==> src/rtl/bitstream_pkg.sv <==
// Shared definitions for the stochastic-to-binary bitstream counter.
package bitstream_pkg;

    // Converter FSM states, 2-bit encoded.
    typedef enum logic [1:0] {
        ST_IDLE  = 2'd0,
        ST_SKIP  = 2'd1,
        ST_COUNT = 2'd2,
        ST_DONE  = 2'd3
    } state_e;

endpackage : bitstream_pkg

==> src/rtl/bitstream_counter.sv <==
// Stochastic-to-binary converter: after a start request it discards SKIP
// warm-up bits, counts the ones in the next 2^WIDTH bits and publishes the
// count with a valid/ack handshake. The count is the decoded probability
// scaled by 2^WIDTH.
module bitstream_counter #(
    parameter int WIDTH = 8,
    parameter int SKIP  = 8
) (
    input  logic           clk,
    input  logic           n_rst,
    input  logic           x,
    input  logic           start,
    input  logic           ack,
    output logic           busy,
    output logic           valid,
    output logic [WIDTH:0] result
);

    import bitstream_pkg::*;

    // Skip counter needs to reach SKIP-1; keep at least one bit so SKIP=0 still elaborates.
    localparam int SKW = (SKIP > 0) ? $clog2(SKIP + 1) : 1;
    localparam logic [SKW-1:0]   SKIP_LAST   = SKW'((SKIP > 0) ? (SKIP - 1) : 0);
    // WIDTH-bit sample counter with terminal-count detect gives exactly 2^WIDTH samples.
    localparam logic [WIDTH-1:0] SAMPLE_LAST = '1;

    state_e           state_q;
    logic [WIDTH-1:0] sample_q;
    logic [SKW-1:0]   skip_q;
    logic [WIDTH:0]   acc_q;
    logic [WIDTH:0]   acc_d;
    logic [WIDTH:0]   result_q;

    // Accumulator next value including the current bit; only consumed in COUNT,
    // so an unknown x elsewhere never reaches state.
    always_comb begin
        acc_d = acc_q + (WIDTH+1)'(x);
    end

    // Converter FSM with its counters, accumulator and result register.
    always_ff @(posedge clk or negedge n_rst) begin
        if (!n_rst) begin
            state_q  <= ST_IDLE;
            sample_q <= '0;
            skip_q   <= '0;
            acc_q    <= '0;
            result_q <= '0;
        end else begin
            case (state_q)
                ST_IDLE: begin
                    if (start) begin
                        acc_q    <= '0;
                        sample_q <= '0;
                        skip_q   <= '0;
                        state_q  <= (SKIP > 0) ? ST_SKIP : ST_COUNT;
                    end
                end
                ST_SKIP: begin
                    skip_q <= skip_q + SKW'(1);
                    if (skip_q == SKIP_LAST) begin
                        state_q <= ST_COUNT;
                    end
                end
                ST_COUNT: begin
                    acc_q    <= acc_d;
                    sample_q <= sample_q + WIDTH'(1);
                    if (sample_q == SAMPLE_LAST) begin
                        // Publish the window total including this final sample.
                        result_q <= acc_d;
                        state_q  <= ST_DONE;
                    end
                end
                ST_DONE: begin
                    if (ack) begin
                        state_q <= ST_IDLE;
                    end
                end
                default: begin
                    state_q <= ST_IDLE;
                end
            endcase
        end
    end

    // Status flags decode from the registered state only.
    always_comb begin
        busy  = (state_q == ST_SKIP) || (state_q == ST_COUNT);
        valid = (state_q == ST_DONE);
    end

    assign result = result_q;

endmodule : bitstream_counter

==> config.mk <==
export PLATFORM = sky130hd
export DESIGN_NAME = bitstream_counter
export DESIGN_NICKNAME = d
export VERILOG_FILES = /design/src/rtl/bitstream_pkg.sv /design/src/rtl/bitstream_counter.sv
export SDC_FILE = /design/constraint.sdc
export NUM_CORES = 1
export LEC_CHECK = 0
export ABC_AREA = 0
export CORE_UTILIZATION = 46
export CTS_BUF_LIST = sky130_fd_sc_hd__clkbuf_4
export DETAILED_ROUTE_END_ITERATION = 6
export PLACE_DENSITY = 0.64
export SLEW_MARGIN = 5
export SYNTH_ARGS = -nofsm -noshare
export SYNTH_HDL_FRONTEND = slang
export SYNTH_SLANG_ARGS = --single-unit
==> constraint.sdc <==
create_clock -name clk -period 3.3 [get_ports clk]
set_input_delay 0.33 -clock clk [delete_from_list [all_inputs] [get_ports clk]]
set_output_delay 0.33 -clock clk [all_outputs]
set_load 0.005 [all_outputs]
---- Word level (Yosys, flattened, before mapping) ----
Cells that the tools add are included.
word-level totals
  RAM bits ................................ 0
  memories kept ........................... 0
  latch bits .............................. 0
  output and inout port bits .............. 11
  register bits ........................... 32
  memory bits (read-only) ................. 0
cells by class
  multipliers ............................. 0
  shifts and indexed selects .............. 0
  bitwise logic cells ..................... 0
  eq/ne operators ......................... 9
  add/sub/neg operators ................... 3
  reductions and logical operators ........ 8
  muxes and demuxes ....................... 11
  divide/modulo/power cells ............... 0
  order comparisons ....................... 0
operators by type and width
  operator                                                         number
  9-bit one-hot mux with 2 select lines                            1
  8-bit one-hot mux with 2 select lines                            1
  9-bit by 1-bit adder with 9-bit output                           1
  9-bit two-way mux                                                1
  8-bit by 1-bit adder with 8-bit output, second input constant    1
  8-bit == test, second input constant                             1
  2-bit two-way mux                                                4
  8-bit two-way mux                                                1
  2-bit != test, second input constant                             4
  2-bit one-hot mux with 4 select lines                            1
  4-bit one-hot mux with 2 select lines                            1
  2-bit AND reduction                                              3
  4-bit by 1-bit adder with 4-bit output, second input constant    1
  2-bit == test, second input constant                             2
  4-bit by 3-bit == test with 1-bit output, second input constant  1
  4-bit two-way mux                                                1
  4-bit AND reduction                                              1
  2-bit nonzero test                                               2
  2-bit by 1-bit == test with 1-bit output, second input constant  1
  2-bit logical NOT                                                1
  1-bit logical OR                                                 1

---- Logic depth before layout (Yosys ltp) ----
  word-level depth ........................ 3
  mapped depth ............................ 9

---- Worst setup path after synthesis ----
OpenSTA, ideal clock, no wires.
  path type ............................... register -> register
  start ................................... register state_q[0]
  end ..................................... register result_q[0], in the netlist result[0]
  path slack .............................. 1702 ps
  path buffers ............................ 0
  data arrival time ....................... 1473 ps
  stages on the path, launching flop included .. 6
  setup time .............................. 125 ps
  data required time ...................... 3175 ps
  cell sequence ........................... dfrtp_1 -> inv_1 -> ha_1 -> inv_2 -> nor3_4 -> mux2_2
on the way
  longest elaborated chain between the ends .. 2
ends and longest elaborated chain
  item                                  line                     RTL
  start, declared                       bitstream_counter.sv:27  state_e state_q;
  start signal, assigned                bitstream_counter.sv:55  state_q <= (SKIP > 0) ? ST_SKIP : ST_COUNT;
  2-bit == test                         bitstream_counter.sv:49  case (state_q)
  2-bit AND reduction (no source line)  n/a
  end signal, assigned                  bitstream_counter.sv:47  result_q <= '0;
  end signal, assigned                  bitstream_counter.sv:69  result_q <= acc_d;
  end, declared                         bitstream_counter.sv:32  logic [WIDTH:0] result_q;
No other way between the ends.
A chain may end at the register's enable or synchronous reset.

---- Worst setup path after layout ----
  start ................................... register state_q[0]
  end ..................................... register sample_q[7]
on the way
  longest elaborated chain between the ends .. 3
ends and longest elaborated chain
  item                                                                         line                     RTL
  2-bit == test / 2-bit logical NOT (equally long branches)                    bitstream_counter.sv:49
  2-bit nonzero test (no source line) / 2-bit != test (equally long branches)  n/a
  2-bit AND reduction (no source line)                                         n/a
  end signal, assigned                                                         bitstream_counter.sv:66  sample_q <= sample_q + WIDTH'(1);
  end, declared                                                                bitstream_counter.sv:28  logic [WIDTH-1:0] sample_q;
Parallel ways exist; a longest one is shown, timed or not.

==> results.sh <==
export IMPL_outcome="finished clean"
export IMPL_syn_area_um2=1682
export IMPL_p_leak_nw=0.8105
export IMPL_slew_violations=0
export IMPL_hold_path_class="in2async"
export IMPL_yosys_area_top_type="dfrtp_1"
export IMPL_synth_top_area_share=0.4762
export IMPL_num_antenna_cells=0
export IMPL_ctsRootBufferMaster="clkbuf_4"
export IMPL_use_met3=0.04015
export IMPL_design_die_area_um2=3901
export IMPL_overflow=0
export IMPL_slowest_delay_ns=0.72
export IMPL_fin_crit_sh=0.6415
export IMPL_finalSetupTns_ns=0
export IMPL_worstSetupPathType="reg2reg"
export IMPL_io_pins=16
export IMPL_layout_area_overhead_vs_synth_pct=14.21
export IMPL_ctsResizeCount=0
export IMPL_synth_most_common_cell="dfrtp_1"
export IMPL_antenna_found_initial=0
export IMPL_setup_viol_count_final=0
export IMPL_end_kind="flip-flop"
export IMPL_ys_seq_elements=32
export IMPL_nets=198
export IMPL_slew_limit_headroom=0.4725
export IMPL_final_layout_size_suffix_gt1_frac=0.1129
export IMPL_synth_distinct_cells=38
export IMPL_coreArea_um2=3416
export IMPL_slowest_stage="mux2i_2"
export IMPL_grt_pass1_vias=1187
export IMPL_clockBufferDepth=2
export IMPL_fin_ws_ns=1.183
export IMPL_insertion_delay_ns=0.34
export IMPL_p_per_area_nw_per_um2=470.4
export IMPL_max_cap_violations=0
export IMPL_drc_errors=0
export IMPL_final_cell_count_no_fill=232
export IMPL_grt_busiest_layer="met2"
export IMPL_cts_hold_buf=0
export IMPL_fin_util=0.5623
export IMPL_path_max_fanout=14
export IMPL_async_flop_share=1.000
export IMPL_rows=21
export IMPL_synthTopCellsByArea="dfrtp_1, ha_1, xnor2_1"
export IMPL_regArea_um2=800.8
export IMPL_multiInputGateArea_um2=803.3
export IMPL_pre_cts_slack_ns=1.174
export IMPL_worst_pin_slew_ns=0.7760
export IMPL_max_freq_mhz=472.4
export IMPL_postCtsSetupRepairBufs=0
export IMPL_hold_violations=0
export IMPL_syn_inst=167
export IMPL_grtUsageTotal=0.1729
export IMPL_rsz0062_at_grt="false"
export IMPL_dr_pass1_iters=4
export IMPL_synth_main_ff_cell="dfrtp_1"
export IMPL_max_vdd_ir_drop_mv=0.3299
export IMPL_grt_util_met2=0.2717
export IMPL_clock_sinks=32
export IMPL_ant_nets=0
export IMPL_use_met1=0.2150
export IMPL_drt_initial_drc_count=57
export IMPL_cts_tree="done"
export IMPL_port_buffers=15
export IMPL_yosys_warnings=0
export IMPL_vias=1231
export IMPL_cp_data_required_time_ns=3.52
export IMPL_path_clk_slew_ns=0.10
export IMPL_via_per_inst=5.306
export IMPL_syn_area_per_cell_um2=10.07
export IMPL_fin_crit_ns=2.117
export IMPL_place_congestion=0.7471
export IMPL_critPathArrivalTime_ns=2.34
export IMPL_grt_pass1_wl_um=5202
export IMPL_fp_dieW_um=62.46
export IMPL_ys_seq_area_frac=0.4762
export IMPL_fin_skew_ns=0.008275
export IMPL_numCtsBuffers=5
export IMPL_initial_core_util=0.4923
export IMPL_htreeDepth=2
export IMPL_grt_max_degree=33
export IMPL_crit_chain="inv_1 -> ha_1 -> mux2i_2 -> nor3_1 -> xnor2_1 -> nor2_1"
export IMPL_synth_edf_count=0
export IMPL_wl_um=3054
export IMPL_die_h_um=62.46
export IMPL_wl_per_cell_um=13.16
export IMPL_dp_cells=224
export IMPL_syn_nets=180
export IMPL_fill_cells=314
export IMPL_hold_worst_slack_ns=0.3850
export IMPL_worstSetupStartpointType="flip-flop"
export IMPL_synth_common_cells="dfrtp_1, o21ai_0, nor2_1, nand2_1"
export IMPL_dpl_hpwl_um=2201
## through the flow
step / power [mW] / area (um2)
floorplan: 0.6325 / 1682
global placement: 0.6768 / 1864
detailed placement: 0.6829 / 1864
CTS: 0.9185 / 1921
global route: 0.9666 / 1921
finish: 0.9035 / 1921
## worst paths after layout
kind | depth (start not counted) | endpoint | slack [ns] | startpoint
worst max-delay path | 6 | sample_q[7]$_DFFE_PN0P_ | 1.18 | state_q[0]$_DFFE_PN0P_
worst min-delay path | 2 | result[7]$_DFFE_PN0P_ | 0.38 | n_rst
worst min register to register | 1 | result[1]$_DFFE_PN0P_ | 0.51 | result[1]$_DFFE_PN0P_
worst max register to register | 6 | sample_q[7]$_DFFE_PN0P_ | 1.18 | state_q[0]$_DFFE_PN0P_
max in group asynchronous | 2 | state_q[1]$_DFFE_PN0P_ | 2.62 | n_rst
min in group clk | 1 | result[1]$_DFFE_PN0P_ | 0.51 | result[1]$_DFFE_PN0P_
## flip-flops by register name, summed over array words and instances (netlist names)
signal    count
acc_q         9
result        9
skip_q        4
sample_q      8
state_q       2
## layout make-up
class                           instances  area share
Clock inverter                          1    0.001954
Timing Repair Buffer                   17     0.08599
Multi-Input combinational cell        119      0.4182
Sequential cell                        32      0.4169
Clock buffer                            7     0.02736
Tap cell                               46     0.02997
Inverter                               10     0.01954
## power breakdown
group          total [mW]  internal (mW)  switching [mW]
Clock               0.229         0.0983           0.130
Sequential          0.499          0.445          0.0535
Combinational       0.176         0.0906          0.0857
Total               0.903          0.634           0.270
## layer usage
layer,vias to the layer above,wire (um)
li1,625,-
met1,582,1453
met2,19,1438
met3,5,98
met4,0,63
met5,-,0
## critical path: cells and delay by family, from the launching register on
kind,cells,cell delay (ns)
muxes,1,0.72
DFF,1,0.41
adders and majority gates,1,0.36
and+or+nand+nor,2,0.22
xor gates and xnor gates,1,0.18
buffers and inverters,1,0.12
## cell usage in the layout, fill, tap and decap left out, types with 5 or more instances in the layout
cell type and instances:
nand2_1 10, nand3_1 7, inv_1 9, o21ai_0 15
clkdlybuf4s50_1 15, ha_1 8, dfrtp_1 32, a21oi_1 9
nor2_1 14, clkbuf_4 7, xnor2_1 9, a22o_1 5
and3_1 5
## logic make-up (layout without fill, tap and decap cells)
| kind of cell | count (synthesis) | in the layout | synth area share |
|---|---|---|---|
| multiplexers | 6 | 6 | 0.04092 |
| AO/OA/AOI/OAI | 39 | 39 | 0.1443 |
| buffers and inverters | 16 | 35 | 0.04612 |
| flip-flops | 32 | 32 | 0.4762 |
| adder cells (fa/ha/maj) | 8 | 8 | 0.05953 |
| AND/OR/NAND/NOR | 54 | 54 | 0.1704 |
| XOR/XNOR | 12 | 12 | 0.06251 |
Note: power is estimated with default switching activity, not from simulation.
